**config.mk**
```make
export PLATFORM = sky130hd
export DESIGN_NAME = fifo_wr_arbiter
export DESIGN_NICKNAME = d
export VERILOG_FILES = /design/src/rtl/fifo_wr_arbiter.sv
export SDC_FILE = /design/constraint.sdc
export NUM_CORES = 1
export LEC_CHECK = 0
export ABC_AREA = 0
export ABC_CLOCK_PERIOD_IN_PS = 1900
export BUFFER_PORTS_ARGS = -buffer_cell sky130_fd_sc_hd__buf_4
export CAP_MARGIN = 20
export CELL_PAD_IN_SITES_DETAIL_PLACEMENT = 1
export CELL_PAD_IN_SITES_GLOBAL_PLACEMENT = 1
export CORE_MARGIN = 1.5
export CORE_UTILIZATION = 30
export CTS_CLUSTER_DIAMETER = 50
export DETAILED_ROUTE_END_ITERATION = 16
export HOLD_SLACK_MARGIN = 0.12
export PLACE_DENSITY = 0.76
export RECOVER_POWER = 25
export SLEW_MARGIN = 20
export SYNTH_ARGS = -nofsm -noshare
export SYNTH_HDL_FRONTEND = slang
export SYNTH_SLANG_ARGS = --single-unit
```
**constraint.sdc**
```tcl
create_clock -name clk -period 1.9 [get_ports clk]
set_input_delay 0.19 -clock clk [delete_from_list [all_inputs] [get_ports clk]]
set_output_delay 0.19 -clock clk [all_outputs]
set_load 0.02 [all_outputs]
```
**src/rtl/fifo_wr_arbiter.sv**
```systemverilog
// -----------------------------------------------------------------------------
// fifo_wr_arbiter
//
// Purpose:
//   Shares the single write port of a small byte FIFO between NREQ producers.
//   A round-robin arbiter grants one producer at a time for a burst of at most
//   MAX_BURST beats. Accepted bytes pass through a one-deep registered write
//   stage, so every accepted beat appears on the FIFO port exactly one cycle
//   later. Acceptance is throttled on FIFO occupancy, counting the write that
//   may already be sitting in the output register.
//
// Ports:
//   clk           in   rising-edge clock
//   rst_n         in   asynchronous active-low reset
//   req_valid     in   [NREQ]      per-requester data valid
//   req_data      in   [NREQ*DW]   packed data, requester i at [i*DW +: DW]
//   req_last      in   [NREQ]      final beat of requester i's burst
//   req_ready     out  [NREQ]      per-requester accept (one-hot or zero)
//   fifo_wr_en    out             registered FIFO write strobe
//   fifo_data_in  out  [DW]       registered FIFO write data
//   fifo_full     in              FIFO full flag
//   fifo_words    in   [4]        FIFO occupancy, 0..DEPTH
//   grant_id      out  [IW]       current or most recent owner
//   busy          out             high while a grant is active
// -----------------------------------------------------------------------------
module fifo_wr_arbiter #(
   parameter int NREQ      = 4,
   parameter int DW        = 8,
   parameter int DEPTH     = 8,
   parameter int MAX_BURST = 4,
   localparam int IW       = (NREQ > 1) ? $clog2(NREQ) : 1
) (
   input  logic               clk,
   input  logic               rst_n,
   input  logic [NREQ-1:0]    req_valid,
   input  logic [NREQ*DW-1:0] req_data,
   input  logic [NREQ-1:0]    req_last,
   output logic [NREQ-1:0]    req_ready,
   output logic               fifo_wr_en,
   output logic [DW-1:0]      fifo_data_in,
   input  logic               fifo_full,
   input  logic [3:0]         fifo_words,
   output logic [IW-1:0]      grant_id,
   output logic               busy
);

   typedef enum logic {
      IDLE  = 1'b0,
      GRANT = 1'b1
   } state_t;

   // ---------------------------------------------------------------------------
   // State registers
   // ---------------------------------------------------------------------------
   state_t          state_q,      state_d;
   logic [IW-1:0]   owner_q,      owner_d;
   logic [IW-1:0]   last_owner_q, last_owner_d;
   logic [3:0]      beat_cnt_q,   beat_cnt_d;
   logic            wr_en_q,      wr_en_d;
   logic [DW-1:0]   data_q,       data_d;

   // ---------------------------------------------------------------------------
   // Combinational helpers
   // ---------------------------------------------------------------------------
   logic [DW-1:0]   req_word [NREQ];
   logic [DW-1:0]   owner_data;
   logic [4:0]      occ_sum;
   logic            stall;
   logic            granted;
   logic            beat;
   logic            owner_valid;
   logic            owner_last;
   logic [3:0]      beat_cnt_inc;
   logic            pick_valid;
   logic [IW-1:0]   pick_idx;

   // Index of the k-th candidate after 'base' in round-robin order.
   function automatic logic [IW-1:0] rr_idx(input logic [IW-1:0] base, input int k);
      int sum;
      sum = (int'(base) + k) % NREQ;
      return sum[IW-1:0];
   endfunction

   // Unpack the flat data bus so the owner's word can be selected by index.
   generate
      for (genvar gi = 0; gi < NREQ; gi++) begin : g_unpack
         assign req_word[gi] = req_data[gi*DW +: DW];
      end
   endgenerate

   assign owner_data  = req_word[owner_q];
   assign owner_valid = req_valid[owner_q];
   assign owner_last  = req_last[owner_q];
   assign granted     = (state_q == GRANT);

   // A write held in the output register lands in the FIFO on the next edge,
   // so it must be counted against the free space before accepting again.
   assign occ_sum = {1'b0, fifo_words} + {4'b0000, wr_en_q};
   assign stall   = fifo_full | (occ_sum >= 5'(DEPTH));

   generate
      for (genvar gi = 0; gi < NREQ; gi++) begin : g_ready
         assign req_ready[gi] = granted && (owner_q == IW'(gi)) && !stall;
      end
   endgenerate

   assign beat         = granted && owner_valid && !stall;
   assign beat_cnt_inc = beat_cnt_q + 4'd1;

   // Round-robin pick: scan last_owner+1, +2, ... and keep the first hit.
   // Iterating from the farthest candidate down lets the nearest one win.
   always_comb begin
      pick_valid = 1'b0;
      pick_idx   = '0;
      for (int k = NREQ; k >= 1; k--) begin
         if (req_valid[rr_idx(last_owner_q, k)]) begin
            pick_valid = 1'b1;
            pick_idx   = rr_idx(last_owner_q, k);
         end
      end
   end

   // ---------------------------------------------------------------------------
   // Next-state / output logic
   // ---------------------------------------------------------------------------
   always_comb begin
      state_d      = state_q;
      owner_d      = owner_q;
      last_owner_d = last_owner_q;
      beat_cnt_d   = beat_cnt_q;
      // The write stage simply mirrors the accept of this cycle; data only
      // moves on an accepted beat, otherwise the register holds.
      wr_en_d      = beat;
      data_d       = beat ? owner_data : data_q;

      case (state_q)
         IDLE: begin
            if (pick_valid) begin
               owner_d    = pick_idx;
               beat_cnt_d = 4'd0;
               state_d    = GRANT;
            end
         end

         GRANT: begin
            if (beat) begin
               beat_cnt_d = beat_cnt_inc;
               // A last beat landing on the burst limit is a single exit.
               if (owner_last || (beat_cnt_inc == 4'(MAX_BURST))) begin
                  state_d      = IDLE;
                  last_owner_d = owner_q;
               end
            end else if (!owner_valid && !stall) begin
               // Voluntary release only counts when the FIFO is not
               // throttling; a drop during a stall keeps the grant.
               state_d      = IDLE;
               last_owner_d = owner_q;
            end
         end

         default: begin
            state_d = IDLE;
         end
      endcase
   end

   // ---------------------------------------------------------------------------
   // Registers
   // ---------------------------------------------------------------------------
   always_ff @(posedge clk or negedge rst_n) begin
      if (!rst_n) begin
         state_q      <= IDLE;
         owner_q      <= '0;
         // Starting from the top index gives requester 0 first priority.
         last_owner_q <= IW'(NREQ - 1);
         beat_cnt_q   <= 4'd0;
         wr_en_q      <= 1'b0;
         data_q       <= '0;
      end else begin
         state_q      <= state_d;
         owner_q      <= owner_d;
         last_owner_q <= last_owner_d;
         beat_cnt_q   <= beat_cnt_d;
         wr_en_q      <= wr_en_d;
         data_q       <= data_d;
      end
   end

   // ---------------------------------------------------------------------------
   // Outputs
   // ---------------------------------------------------------------------------
   assign fifo_wr_en   = wr_en_q;
   assign fifo_data_in = data_q;
   assign grant_id     = owner_q;
   assign busy         = granted;

endmodule

```
==> results.json, run 1 <==
{
  "core_sq_um": 3770,
  "die_h_microns": 66.8,
  "setup_viol": 16,
  "combPwrFrac": 0.562,
  "drc_errors": 0,
  "yosys.area.top_type": "dfrtp_1",
  "rr_worst_depth": 8,
  "antenna_found_initial": 0,
  "p_seq_frac": 0.302,
  "drtIter0Drc": 30,
  "grtUsageMet2": 0.355,
  "nFillCells": 398,
  "slew_viol_final": 0,
  "hold_depth": 3,
  "busiest_layer": "met2",
  "path_clk_slew_ns": 0.07,
  "fin_worst_skew_ns": 0.00215,
  "clock.fmax_mhz": 466,
  "grt_use_total": 0.185,
  "clkLatencyLatePin_ns": 0.26,
  "synth_top_area_share": 0.328,
  "power.density_nw_per_um2": 1230,
  "grt.met3_usage": 0.0203,
  "synth_ff_type": "dfrtp_1",
  "viasPerCell": 5.22,
  "grt_max_degree": 19,
  "grt_pass1_vias": 1279,
  "vdd_drop_max_mv": 0.511,
  "vias": 1138,
  "dr.pass1.iters": 3,
  "final.min_clock_period_ns": 2.14,
  "clockPowerShare": 0.137,
  "status": "complete, but fails checks",
  "h-tree-depth": 1,
  "netSwitchingPower_mw": 0.901,
  "cts_tree": "built",
  "drive_gt1_frac": 0.624,
  "arrival_ns": 1.95,
  "hp-class": "input port to flop",
  "rows": 22,
  "r2r_start": "fifo_wr_en",
  "start_util": 0.323,
  "cts_sinks": 18,
  "synth-seq-area-share": 0.371,
  "start_kind": "flop",
  "hold_slack_ns": 0.272,
  "worstSetupEndpoint": "req_ready[0]",
  "clk_path_buf_depth": 2,
  "finalCritPeriodShare": 1.13,
  "setup-tns-final_ns": -2.83,
  "p_leak_nw": 0.912,
  "cts-buffers-inserted": 3,
  "die-area_sq_um": 4460,
  "critPathMaxFanout": 5,
  "reg2reg_to": "last_owner_q[0]",
  "placedCellCount": 207,
  "dp_hpwl_mm": 2.86,
  "grt_pass1_wl_mm": 6.11,
  "required_ns": 1.71,
  "hold_viol": 0,
  "final_cell_count_no_fill": 218,
  "synth_area_leaders": "dfrtp_1, mux4_2, mux2_4",
  "netlist_instances": 97,
  "areaGrowthSynthToFinish_pct": 59.6,
  "maxCapViolations": 0,
  "path_cells": "ha_4 > ha_4 > nor4bb_1 > mux2_4 > buf_6 > nor3b_4 > buf_6",
  "power_switching_share": 0.376,
  "slew_headroom": 0.302,
  "rsz0062_at_grt": "yes",
  "crit_start": "fifo_wr_en",
  "synth_cell_type_count": 36,
  "io_pins": 63,
  "cpMaxStageDelayCell": "dfrtp_2",
  "cts_root_buf": "clkbuf_8",
  "post_drt_wl_per_cell_microns": 18.3,
  "p_int_mw": 1.49,
  "synth.avg_cell_area_sq_um": 12.6,
  "fin_nets": 222,
  "cpPeakStageDelay_ns": 0.43,
  "antenna_left": 0,
  "syn_nets": 148,
  "port_buffers": 62,
  "n_antenna_cell": 0,
  "die_x_microns": 66.8,
  "rrSetupSlack_ns": -0.21,
  "synth_area_sq_um": 1220,
  "place_congestion": 0.848,
  "cp-end-kind": "output pin",
  "yosys_warnings": 0,
  "violations": "setup timing",
  "worst_pin_slew_ns": 1.05,
  "ys_seq_elements": 18,
  "crit_type": "flop to output pin",
  "layout_setup_ws_ns": -0.244,
  "grt_use_met1": 0.216,
  "globalRoute.totalOverflow": 0,
  "synth_edf_count": 0,
  "post-place-ws_ns": -0.0322,
  "synthArstFlopShare": 1.00,
  "drt_wl_total_mm": 3.99
}
==> cells by family after synthesis <==
family | count (synthesis) | share of synthesized area
xor+xnor | 1 | 0.00718
simple gates | 29 | 0.141
fa+ha+maj | 4 | 0.0410
mux | 23 | 0.327
compound gates | 14 | 0.0749
buf+inv | 8 | 0.0379
flops | 18 | 0.371
==> power by group through the flow <==
| stage | sequential [mW] | combinational [mW] | clock [mW] |
|---|---|---|---|
| after floorplan | 0.817 | 0.700 | 0 |
| after CTS | 0.721 | 1.31 | 0.336 |
| after global routing | 0.756 | 1.44 | 0.340 |
| final | 0.723 | 1.35 | 0.327 |
| after detailed placement | 0.721 | 1.26 | 0 |
| after global placement | 0.715 | 1.22 | 0 |
==> cell usage after synthesis, types with 2 or more instances <==
cell      count
nor4bb_1      2
a21oi_1       3
nand3_1       5
mux2i_1       2
nand2_1       9
mux4_2       10
and3b_1       3
o31a_1        2
mux2_4        8
dfrtp_1      16
ha_1          4
nor3b_1       2
dfstp_2       2
o21ai_1       3
clkbuf_1      2
mux2_1        2
buf_6         2
inv_1         2
==> registers in the layout, summed over array words and instances (netlist names) <==
name          cells
fifo_data_in      8
grant_id          2
last_owner_q      2
beat_cnt_q        4
busy              1
fifo_wr_en        1
==> per-stage QoR <==
stage,instance area [sq um],power (mW),util
after floorplan,1260,1.52,-
after detailed placement,1790,1.98,0.474
after CTS,1890,2.37,0.502
after global placement,1790,1.94,0.474
final,1950,2.40,0.516
after global routing,1950,2.54,0.516
==> final cells by class <==
cell class / count / area, sq um / share of cell area
repair buffers: 74 / 581 / 0.298
multi-input cells: 72 / 790 / 0.406
inverters: 2 / 7.51 / 0.00386
clock buffers: 4 / 55.1 / 0.0283
flip-flops and latches: 18 / 454 / 0.233
well taps: 48 / 60.1 / 0.0308
==> repair_timing <==
action / in CTS / in global routing
gates cloned: 1 / 0
hold endpoints to repair: 18 / 0
hold buffers: 1 / 0
gates resized for setup: 6 / 7
setup endpoints to repair: 12 / 15
pin swaps: 1 / 2
buffers inserted: 2 / 3
==> cells in the final DEF (no fill, tap or decap), types with 3 or more instances in the layout <==
cell type   n
nand2_1     9
and3b_1     3
dfrtp_1    15
mux4_2     10
a21oi_1     3
nand3_1     4
mux2_4     11
buf_4      65
o21ai_1     3
buf_6       7
clkbuf_8    4
==> worst min-delay path by stage <==
| stage | from | to | slack [ns] |
|---|---|---|---|
| global route | req_valid[2] | grant_id[1] | 0.28 |
| detailed placement | rst_n | busy | 0.08 |
| CTS | req_valid[2] | grant_id[1] | 0.25 |
| finish | req_valid[2] | grant_id[1] | 0.27 |
| floorplan | rst_n | beat_cnt_q[0] | -0.11 |
| global placement | rst_n | busy | 0.07 |
==> worst max-delay path, delay by kind of cell (launching register included) <==
family	cells	cell delay, ns
simple gates	2	0.47
buf+inv	2	0.25
mux	1	0.22
flops	1	0.43
fa+ha+maj	2	0.31
==> routing by layer <==
metal | up-vias | share of wire
met5 | - | 0
met4 | 0 | 0.018
met3 | 6 | 0.054
met2 | 47 | 0.53
met1 | 569 | 0.39
li1 | 516 | -
(Power assumes the default switching activity.)
==> run 2, diff against run 1 <==
--- a/config.mk
+++ b/config.mk
@@ -5,18 +5,18 @@
 export SDC_FILE = /design/constraint.sdc
 export NUM_CORES = 1
 export LEC_CHECK = 0
-export ABC_AREA = 0
+export ABC_AREA = 1
 export ABC_CLOCK_PERIOD_IN_PS = 1900
 export BUFFER_PORTS_ARGS = -buffer_cell sky130_fd_sc_hd__buf_4
 export CAP_MARGIN = 20
 export CELL_PAD_IN_SITES_DETAIL_PLACEMENT = 1
 export CELL_PAD_IN_SITES_GLOBAL_PLACEMENT = 1
 export CORE_MARGIN = 1.5
-export CORE_UTILIZATION = 30
+export CORE_UTILIZATION = 28
 export CTS_CLUSTER_DIAMETER = 50
 export DETAILED_ROUTE_END_ITERATION = 16
 export HOLD_SLACK_MARGIN = 0.12
-export PLACE_DENSITY = 0.76
+export PLACE_DENSITY = 0.77
 export RECOVER_POWER = 25
 export SLEW_MARGIN = 20
 export SYNTH_ARGS = -nofsm -noshare
==> run 2 against run 1 <==
  * The run now ends clean
  * Sequential share of layout area shrank 0.37 points
  * Worst hold slack lost 0.023 ns
  * Highest routed layer unchanged
  * First-iteration DRC count grew 87%
  * Global-route usage shrank 1.1 points
  * Synthesized cell count grew 110%
==> results.json, run 2 <==
{
  "synth-xor-area-share": 0.0129,
  "netlist_top_cells_count": "nand2_1, nand3_1, dfrtp_1",
  "power.density_nw_per_um2": 1320,
  "synthSimpleGateAreaFrac": 0.494,
  "cp-end-kind": "output pin",
  "layout_commonest_cell": "nand2_1",
  "synth_mux_area_frac": 0,
  "status": "finished, final reports clean",
  "hold_viol": 0,
  "synth_top_family_by_area": "simple AND/OR/NAND/NOR gates",
  "rsz0062_at_grt": "yes",
  "globalRoute.totalOverflow": 0,
  "crit_start": "fifo_wr_en",
  "dr.pass1.iters": 4,
  "fin_nets": 321,
  "drt_wl_total_mm": 4.29,
  "ys_seq_elements": 18,
  "largest_reg_flops": 8,
  "synth_top_area_share": 0.294,
  "critPathMaxFanout": 4,
  "slew_viol_final": 0,
  "cts_tree": "built",
  "hp-class": "input port to flop",
  "synth_edf_count": 0,
  "netlist_instances": 206,
  "viasPerCell": 4.89,
  "grt_use_total": 0.173,
  "clkLatencyLatePin_ns": 0.25,
  "grt_max_degree": 19,
  "cts_sinks": 18,
  "worst_pin_slew_ns": 1.03,
  "synth_compound_area_frac": 0.0267,
  "setup_viol": 0,
  "start_util": 0.290,
  "synth_area_sq_um": 1360,
  "min-delay-start": "req_data[1]",
  "synth_cell_type_count": 22,
  "p_leak_nw": 1.08,
  "cts-buffers-inserted": 3,
  "path_clk_slew_ns": 0.07,
  "drive_gt1_frac": 0.327,
  "arrival_ns": 1.64,
  "antenna_left": 0,
  "drc_errors": 0,
  "die_x_microns": 72.7,
  "synth.avg_cell_area_sq_um": 6.61,
  "synthArstFlopShare": 1.00,
  "yosys_warnings": 0,
  "clk_path_buf_depth": 2,
  "clock.fmax_mhz": 545,
  "die-area_sq_um": 5290,
  "yosys.area.top_type": "dfrtp_1",
  "synth_ff_type": "dfrtp_1",
  "io_pins": 63,
  "total_power_mw": 2.60,
  "antenna_found_initial": 0,
  "yosysMostFrequentCell": "nand2_1",
  "vdd_drop_max_mv": 0.727,
  "drtIter0Drc": 56,
  "port_buffers": 62,
  "r2r_start": "fifo_wr_en",
  "start_kind": "flop",
  "synth_fa_ha_area_frac": 0.0368,
  "maxCapViolations": 0,
  "synth_area_leaders": "dfrtp_1, nand2_1, nand3_1",
  "rows": 25,
  "slew_headroom": 0.314,
  "finalCritPeriodShare": 0.965,
  "die_h_microns": 72.7,
  "h-tree-depth": 1,
  "cts_root_buf": "clkbuf_8",
  "crit_type": "flop to output pin",
  "post_drt_wl_per_cell_microns": 13.3,
  "nFillCells": 630,
  "final_cell_mix": "nand2_1, buf_4, nand3_1",
  "areaGrowthSynthToFinish_pct": 44.9,
  "grt_pass1_wl_mm": 7.23,
  "core_sq_um": 4690,
  "synth-seq-area-share": 0.333,
  "vias": 1580,
  "required_ns": 1.71,
  "fin_worst_skew_ns": 0.00235,
  "syn_nets": 257,
  "final.min_clock_period_ns": 1.83,
  "dp_hpwl_mm": 3.41,
  "utilization": 0.421,
  "grt_pass1_vias": 1656,
  "place_congestion": 0.743,
  "n_antenna_cell": 0
}
[run 2: kinds of logic (layout without fill, tap and decap cells)]
logic type / Yosys count / count (layout)
adder cells (fa/ha/maj): 4 / 4
XOR/XNOR: 2 / 2
flip-flops: 18 / 18
buffers and inverters: 25 / 88
AO/OA/AOI/OAI: 6 / 6
AND/OR/NAND/NOR: 151 / 151
[run 2: area by class of cell]
cell class	count	area, sq um	share of cell area
clock buffer	4	55.1	0.0279
inverter	16	65.1	0.0330
multi-input combinational	163	820	0.415
sequential	18	453	0.230
tap	54	67.6	0.0342
timing repair buffer	68	513	0.260
[run 2: routing by layer]
metal	routed length (microns)	part of all wire	up-vias	GRT usage
li1	-	-	791	-
met1	1790	0.42	733	0.196
met2	2090	0.49	54	0.313
met3	391	0.091	2	0.0608
met4	14	0.0033	0	0.0377
met5	0	0	-	0
[run 2: final timing paths]
| path | depth (start not counted) | to | slack [ns] |
|---|---|---|---|
| max in group asynchronous | 2 | beat_cnt_q[3] | 0.65 |
| hold / removal | 5 | fifo_data_in[1] | 0.25 |
| hold reg to reg | 2 | fifo_data_in[4] | 0.48 |
| setup / recovery | 8 | req_ready[0] | 0.07 |
| setup reg to reg | 10 | beat_cnt_q[0] | 0.19 |
| min in group asynchronous | 2 | fifo_data_in[1] | 0.63 |
[run 2: critical path, stage by stage (launching register included)]
cell and delay (ns):
dfrtp_1 0.41, ha_4 0.18, ha_4 0.15, o21ai_2 0.14, nand2_2 0.08, nor2_4 0.11, inv_2 0.07, nor3_2 0.10
buf_4 0.16
[run 2: metrics by stage]
| stage | setup slack [ns] | hold slack (ns) | setup TNS [ns] | instances | cell area, sq um |
|---|---|---|---|---|---|
| final | 0.0666 | 0.249 | 0 | 323 | 1970 |
| after CTS | 0.00274 | 0.250 | 0 | 323 | 1930 |
| after detailed placement | 0.0669 | 0.0804 | 0 | 317 | 1860 |
| after global placement | 0.132 | 0.0733 | 0 | 317 | 1860 |
| after global routing | -0.0448 | 0.271 | -0.102 | 323 | 1970 |
| after floorplan | 0.0809 | -0.106 | 0 | 206 | 1370 |
[run 2: repair_timing]
action | 4_1_cts | 5_1_grt
hold buffers | 1 | 0
endpoints found under the setup margin | 4 | 15
hold endpoints to repair | 18 | 0
gates resized for setup | 3 | 9
pin swaps | 4 | 4
setup buffers | 1 | 0
[run 2: report_power, final]
part / internal (mW) / switching [mW] / leakage (nW)
Sequential: 0.549 / 0.185 / 0.225
Clock: 0.184 / 0.133 / 0.0288
Combinational: 0.596 / 0.953 / 0.826
